--- src/rtl/decode_sequencer_if.sv ---
// Fetch-side, immediate-generator and downstream bundle signals of decode_sequencer.
// The slave modport is the sequencer itself; master is its environment.
interface decode_sequencer_if;
    localparam int XLEN = 32;

    logic            instr_valid;
    logic            instr_ready;
    logic [XLEN-1:0] instr_data;
    logic [2:0]      imm_fmt;
    logic [XLEN-1:0] ir;
    logic [XLEN-1:0] imm_in;
    logic            dec_valid;
    logic            dec_ready;
    logic [6:0]      dec_opcode;
    logic [4:0]      dec_rd;
    logic [4:0]      dec_rs1;
    logic [4:0]      dec_rs2;
    logic [2:0]      dec_funct3;
    logic [6:0]      dec_funct7;
    logic [XLEN-1:0] dec_imm;
    logic            dec_illegal;
    logic [31:0]     dec_count;

    modport slave (
        input  instr_valid, instr_data, imm_in, dec_ready,
        output instr_ready, imm_fmt, ir, dec_valid, dec_opcode, dec_rd, dec_rs1,
               dec_rs2, dec_funct3, dec_funct7, dec_imm, dec_illegal, dec_count
    );

    modport master (
        output instr_valid, instr_data, imm_in, dec_ready,
        input  instr_ready, imm_fmt, ir, dec_valid, dec_opcode, dec_rd, dec_rs1,
               dec_rs2, dec_funct3, dec_funct7, dec_imm, dec_illegal, dec_count
    );
endinterface

--- src/rtl/decode_sequencer.sv ---
// Three-state IDLE/DECODE/VALID front end: captures an instruction, steers the
// shared immediate generator, and holds one decoded bundle for the execute side.
module decode_sequencer (
    input  logic          clk,
    input  logic          reset,
    input  logic          flush,
    decode_sequencer_if.slave bus
);
    localparam int XLEN = 32;

    localparam logic [2:0] FMT_I    = 3'd0;
    localparam logic [2:0] FMT_S    = 3'd1;
    localparam logic [2:0] FMT_B    = 3'd2;
    localparam logic [2:0] FMT_U    = 3'd3;
    localparam logic [2:0] FMT_J    = 3'd4;
    localparam logic [2:0] FMT_NONE = 3'd7;

    typedef enum logic [1:0] {
        IDLE   = 2'd0,
        DECODE = 2'd1,
        VALID  = 2'd2
    } state_e;

    typedef struct packed {
        logic [2:0] fmt;
        logic       illegal;
    } fmt_sel_t;

    function automatic fmt_sel_t select_fmt(input logic [6:0] opcode);
        fmt_sel_t sel;
        sel = '{fmt: FMT_NONE, illegal: 1'b0};
        case (opcode)
            7'b0110111, 7'b0010111: sel.fmt = FMT_U;
            7'b1101111:             sel.fmt = FMT_J;
            7'b1100111, 7'b0000011, 7'b0010011,
            7'b0001111, 7'b1110011: sel.fmt = FMT_I;
            7'b0100011:             sel.fmt = FMT_S;
            7'b1100011:             sel.fmt = FMT_B;
            7'b0110011:             sel.fmt = FMT_NONE;
            default:                sel.illegal = 1'b1;
        endcase
        return sel;
    endfunction

    state_e          state_q, state_d;
    logic [XLEN-1:0] ir_q, ir_d;
    logic [XLEN-1:0] dec_imm_q, dec_imm_d;
    logic            dec_illegal_q, dec_illegal_d;
    logic [31:0]     dec_count_q, dec_count_d;
    fmt_sel_t        dec_sel;

    assign dec_sel = select_fmt(ir_q[6:0]);

    // NOTE: every variable written here gets a default first, so no path can leave it unassigned and infer a latch.
    always_comb begin
        state_d       = state_q;
        ir_d          = ir_q;
        dec_imm_d     = dec_imm_q;
        dec_illegal_d = dec_illegal_q;
        dec_count_d   = dec_count_q;

        case (state_q)
            IDLE: begin
                if (bus.instr_valid) begin
                    ir_d    = bus.instr_data;
                    state_d = DECODE;
                end
            end
            DECODE: begin
                dec_imm_d     = (dec_sel.fmt == FMT_NONE) ? '0 : bus.imm_in;
                dec_illegal_d = dec_sel.illegal;
                state_d       = VALID;
            end
            VALID: begin
                if (bus.dec_ready) begin
                    dec_count_d = dec_count_q + 32'd1;
                    state_d     = IDLE;
                end
            end
            default: state_d = IDLE;
        endcase

        // Abort wins over every transition; bundle registers keep their old contents.
        if (flush) begin
            state_d       = IDLE;
            ir_d          = ir_q;
            dec_imm_d     = dec_imm_q;
            dec_illegal_d = dec_illegal_q;
            dec_count_d   = dec_count_q;
        end
    end

    // NOTE: state registers use non-blocking assignments so every flop samples pre-edge values.
    always_ff @(posedge clk) begin
        if (reset) begin
            state_q       <= IDLE;
            ir_q          <= '0;
            dec_imm_q     <= '0;
            dec_illegal_q <= 1'b0;
            dec_count_q   <= '0;
        end else begin
            state_q       <= state_d;
            ir_q          <= ir_d;
            dec_imm_q     <= dec_imm_d;
            dec_illegal_q <= dec_illegal_d;
            dec_count_q   <= dec_count_d;
        end
    end

    assign bus.instr_ready = (state_q == IDLE) && !reset;
    assign bus.imm_fmt     = (state_q == DECODE) ? dec_sel.fmt : FMT_NONE;
    assign bus.ir          = ir_q;
    assign bus.dec_valid   = (state_q == VALID);
    assign bus.dec_opcode  = ir_q[6:0];
    assign bus.dec_rd      = ir_q[11:7];
    assign bus.dec_funct3  = ir_q[14:12];
    assign bus.dec_rs1     = ir_q[19:15];
    assign bus.dec_rs2     = ir_q[24:20];
    assign bus.dec_funct7  = ir_q[31:25];
    assign bus.dec_imm     = dec_imm_q;
    assign bus.dec_illegal = dec_illegal_q;
    assign bus.dec_count   = dec_count_q;
endmodule

--- src/flat_wrapper.sv ---
// flat-port wrapper written by rule: the top's interface ports become plain ports
module decode_sequencer_flat 
  (clk, reset, flush, bus_instr_valid, bus_instr_data, bus_imm_in, bus_dec_ready, bus_instr_ready, bus_imm_fmt, bus_ir, bus_dec_valid, bus_dec_opcode, bus_dec_rd, bus_dec_rs1, bus_dec_rs2, bus_dec_funct3, bus_dec_funct7, bus_dec_imm, bus_dec_illegal, bus_dec_count);
  decode_sequencer_if bus_i ();
  input  logic clk;
  input  logic reset;
  input  logic flush;
  input wire logic [$bits(bus_i.instr_valid)-1:0] bus_instr_valid;
  input wire logic [$bits(bus_i.instr_data)-1:0] bus_instr_data;
  input wire logic [$bits(bus_i.imm_in)-1:0] bus_imm_in;
  input wire logic [$bits(bus_i.dec_ready)-1:0] bus_dec_ready;
  output wire logic [$bits(bus_i.instr_ready)-1:0] bus_instr_ready;
  output wire logic [$bits(bus_i.imm_fmt)-1:0] bus_imm_fmt;
  output wire logic [$bits(bus_i.ir)-1:0] bus_ir;
  output wire logic [$bits(bus_i.dec_valid)-1:0] bus_dec_valid;
  output wire logic [$bits(bus_i.dec_opcode)-1:0] bus_dec_opcode;
  output wire logic [$bits(bus_i.dec_rd)-1:0] bus_dec_rd;
  output wire logic [$bits(bus_i.dec_rs1)-1:0] bus_dec_rs1;
  output wire logic [$bits(bus_i.dec_rs2)-1:0] bus_dec_rs2;
  output wire logic [$bits(bus_i.dec_funct3)-1:0] bus_dec_funct3;
  output wire logic [$bits(bus_i.dec_funct7)-1:0] bus_dec_funct7;
  output wire logic [$bits(bus_i.dec_imm)-1:0] bus_dec_imm;
  output wire logic [$bits(bus_i.dec_illegal)-1:0] bus_dec_illegal;
  output wire logic [$bits(bus_i.dec_count)-1:0] bus_dec_count;
  assign bus_i.instr_valid = bus_instr_valid;
  assign bus_i.instr_data = bus_instr_data;
  assign bus_i.imm_in = bus_imm_in;
  assign bus_i.dec_ready = bus_dec_ready;
  assign bus_instr_ready = bus_i.instr_ready;
  assign bus_imm_fmt = bus_i.imm_fmt;
  assign bus_ir = bus_i.ir;
  assign bus_dec_valid = bus_i.dec_valid;
  assign bus_dec_opcode = bus_i.dec_opcode;
  assign bus_dec_rd = bus_i.dec_rd;
  assign bus_dec_rs1 = bus_i.dec_rs1;
  assign bus_dec_rs2 = bus_i.dec_rs2;
  assign bus_dec_funct3 = bus_i.dec_funct3;
  assign bus_dec_funct7 = bus_i.dec_funct7;
  assign bus_dec_imm = bus_i.dec_imm;
  assign bus_dec_illegal = bus_i.dec_illegal;
  assign bus_dec_count = bus_i.dec_count;
  decode_sequencer u_core (.clk(clk), .reset(reset), .flush(flush), .bus(bus_i));
endmodule
--- config.mk ---
export PLATFORM = sky130hd
export DESIGN_NAME = decode_sequencer_flat
export DESIGN_NICKNAME = d
export VERILOG_FILES = /design/src/rtl/decode_sequencer_if.sv /design/src/rtl/decode_sequencer.sv /design/src/flat_wrapper.sv
export SDC_FILE = /design/constraint.sdc
export NUM_CORES = 1
export LEC_CHECK = 0
export ABC_AREA = 0
export BUFFER_PORTS_ARGS = -buffer_cell sky130_fd_sc_hd__buf_2
export CELL_PAD_IN_SITES_DETAIL_PLACEMENT = 1
export CELL_PAD_IN_SITES_GLOBAL_PLACEMENT = 1
export CORE_ASPECT_RATIO = 1.4
export CORE_MARGIN = 3
export CORE_UTILIZATION = 29
export CTS_CLUSTER_DIAMETER = 120
export DETAILED_ROUTE_END_ITERATION = 6
export GPL_TIMING_DRIVEN = 0
export MAX_ROUTING_LAYER = met4
export PLACE_DENSITY_LB_ADDON = 0.25
export RECOVER_POWER = 50
export SLEW_MARGIN = 10
export SYNTH_ARGS = -nofsm -noshare
export SYNTH_HDL_FRONTEND = slang
export SYNTH_SLANG_ARGS = --single-unit
--- constraint.sdc ---
create_clock -name clk -period 1.62 [get_ports clk]
set_input_delay 0.324 -clock clk [delete_from_list [all_inputs] [get_ports clk]]
set_output_delay 0.324 -clock clk [all_outputs]
set_load 0.02 [all_outputs]
==> results.py <==
metrics = {
    "min_path": {
        "hold_class": "input pin to register",
        "hp-start": "bus_imm_in[11]",
        "min_path_cells": 2,
        "hold_path_end": "u_core.bus.dec_imm[11]",
    },
    "routing": {
        "avgRoutedWirePerCell_microns": 15.8,
        "routed_wl_microns": 14200,
        "viasPerCell": 4.71,
        "antenna_left": 0,
        "drt_iter0_markers": 158,
        "dr.pass1.iters": 4,
        "dr_wl_met3_microns": 617,
        "vias": 4230,
        "dr_wl_met2_microns": 7500,
        "met1Wirelength_microns": 5680,
        "dr.max_layer_used": "met4",
        "drc": 0,
    },
    "power": {
        "comb_power_share": 0.103,
        "power_mw": 5.18,
        "intPower_mw": 3.88,
        "p_clk_frac": 0.413,
        "p_per_area_nw_per_um2": 828,
        "pwr-share-seq": 0.484,
        "total_leakage_power_nw": 2.74,
        "ir_drop_mv": 0.427,
        "p_switching_mw": 1.30,
        "p_sw_frac": 0.250,
    },
    "clock_tree": {
        "insertion_delay_ns": 0.34,
        "numCtsBuffers": 9,
        "cts_sinks": 99,
        "clk_path_buf_depth": 2,
        "hold_buffers": 0,
        "h-tree-depth": 3,
        "clkTransAtPathRegs_ns": 0.07,
        "root_buffer": "clkbuf_16",
        "cts_tree": "yes",
    },
    "grt": {
        "antenna_found_initial": 1,
        "track_usage": 0.176,
        "grt_pass1_vias": 4286,
        "grt_pass1_wl_microns": 21800,
        "grt_max_degree": 17,
        "grt-ovfl-total": 0,
    },
    "floorplan": {
        "initial_core_util": 0.302,
        "num_rows": 50,
        "die_w_microns": 107,
        "die_h_microns": 147,
        "pin_count": 203,
        "die-area_sq_um": 15700,
        "fp.coreArea_sq_um": 13600,
    },
    "cells_and_area": {
        "final_common_cell": "buf_2",
        "syn2layout_area_growth_pct": 52.0,
        "fillerInstances": 1701,
        "layout_common_cells": "buf_2, clkbuf_1, dfxtp_1",
        "fin_nets": 780,
        "drive_above_1_share": 0.390,
    },
    "worst_setup_path": {
        "worst-r2r-cell-count": 7,
        "crit_type": "register to output pin",
        "worst-path-max-fanout": 7,
        "endpoint_kind": "output pin",
        "cp-start-kind": "register",
        "ff2ff_setup_slack_ns": -0.14,
        "arrival_ns": 1.68,
        "r2r-start": "u_core.bus.dec_count[11]",
        "worstPathRequired_ns": 1.30,
        "rr_endpoint": "u_core.bus.dec_count[29]",
    },
    "sta": {
        "rsz0062_at_grt": "true",
        "fin_worst_skew_ns": 0.00897,
        "period_share": 1.24,
        "finalCriticalPeriod_ns": 2.00,
        "setup_violations": 50,
        "finalHoldViolCount": 0,
        "fmax_ghz": 0.499,
        "relSlewSlack": 0.584,
        "worst_slew_pin_slew_ns": 0.624,
        "setup_total_negative_slack_ns": -5.13,
        "slew_violations": 0,
        "worst_slack_ns": -0.384,
        "holdWs_ns": 0.184,
    },
    "place": {
        "gp_congestion": 0.780,
        "numPortBuffers": 201,
        "place_hpwl_microns": 10200,
    },
    "synthesis": {
        "synth_edf_count": 0,
        "synthArstFlopShare": 0,
        "synth_top_area_share": 0.481,
        "ys.flop_type": "dfxtp_1",
        "synth.largest_area_cell": "dfxtp_1",
        "yosys-top-cells-area": "dfxtp_1, nand2_1, a22o_1",
        "synth_nets": 536,
        "ys_warn_count": 0,
        "syn_inst": 466,
        "synth-seq-cells": 99,
        "avgSynthCellArea_sq_um": 8.84,
        "synth_area_sq_um": 4120,
        "yosysSeqAreaShare": 0.481,
        "ys_types": 44,
    },
    "outcome": {
        "violations": "setup timing",
        "outcome": "complete, but fails checks",
    },
    "job": {
        "drv_cap": 0,
    },
}
==> cell families (layout without fill, tap and decap cells) <==
family                   Yosys count  in the layout  synth area share
flip-flops                        99             99             0.481
multiplexers                       2              2           0.00517
AO/OA/AOI/OAI                     89             89             0.146
other                              0              1                 0
buffers and inverters             70            319            0.0969
AND/OR/NAND/NOR                  184            184             0.223
XOR/XNOR                          21             21            0.0447
adder cells (fa/ha/maj)            1              1           0.00304
==> critical path, stage by stage, from the launching register on <==
cell and delay [ns]:
dfxtp_4 0.38, nor2_4 0.14, nand4_1 0.17, or3b_4 0.41, nand4_1 0.11, buf_6 0.13
==> worst max path at each step <==
stage | from | to | slack [ns] | depth (start not counted)
2_1_floorplan | u_core.bus.ir[4] | bus_imm_fmt[1] | -0.03 | 6
3_3_place_gp | flush | u_core.bus.dec_count[25] | -0.33 | 7
3_5_place_dp | flush | u_core.bus.dec_count[25] | -0.36 | 7
4_1_cts | u_core.bus.ir[6] | bus_imm_fmt[0] | -0.41 | 6
5_1_grt | u_core.bus.ir[6] | bus_imm_fmt[1] | -0.45 | 6
6_report | u_core.bus.ir[3] | bus_imm_fmt[1] | -0.38 | 5
==> registers in the layout, summed over array words and instances (netlist names) <==
name                    flops
u_core.bus.dec_count       32
u_core.state_q              2
u_core.bus.dec_imm         32
u_core.bus.ir              32
u_core.bus.dec_illegal      1
==> per-layer routing <==
metal	track usage	up-vias
met5	-	-
met4	0.0781	0
met3	0.0211	22
met2	0.320	133
met1	0.189	2003
li1	-	2072
==> repair_timing <==
item,in CTS,in global routing
resized for setup,50,43
buffers inserted,16,16
pin swaps,14,31
cloned,3,0
setup endpoints to repair,57,91
==> power by group through the flow <==
stage	Combinational [mW]	Clock (mW)	Sequential (mW)
global route	0.583	2.31	2.51
floorplan	0.245	0	2.60
detailed placement	0.499	0	2.56
finish	0.535	2.14	2.51
global placement	0.489	0	2.56
CTS	0.528	2.22	2.51
==> cell usage after synthesis, drive strengths merged, types with 3 or more instances <==
cell     n
nor4     5
a31o     3
nand2   76
nor3    10
nor2    34
nand3   17
dfxtp   99
nand4   16
and3     4
or3      3
buf     40
inv     11
xor2    10
xnor2   11
a22o    32
a21oi   41
o21ai    4
nor2b    5
and4     7
clkbuf  19
==> final cells by class <==
cell class | count | area, sq um | area share
Multi-Input combinational cell | 297 | 2020 | 0.322
Timing Repair Buffer | 236 | 1250 | 0.200
Antenna cell | 1 | 2.50 | 0.000400
Clock buffer | 9 | 225 | 0.0360
Inverter | 11 | 41.3 | 0.00660
Sequential cell | 99 | 2040 | 0.326
Clock inverter | 7 | 67.6 | 0.0108
Tap cell | 182 | 228 | 0.0364
Buffer | 56 | 390 | 0.0624
==> through the flow <==
step | std cells | setup WS, ns | area (sq um) | utilization
after global placement | 849 | -0.333 | 5460 | 0.401
after global routing | 898 | -0.452 | 6260 | 0.459
after detailed placement | 849 | -0.359 | 5460 | 0.401
after CTS | 882 | -0.409 | 6060 | 0.445
after floorplan | 466 | -0.0255 | 4230 | -
final | 898 | -0.384 | 6260 | 0.459
Power figures use the tool's default switching activity.
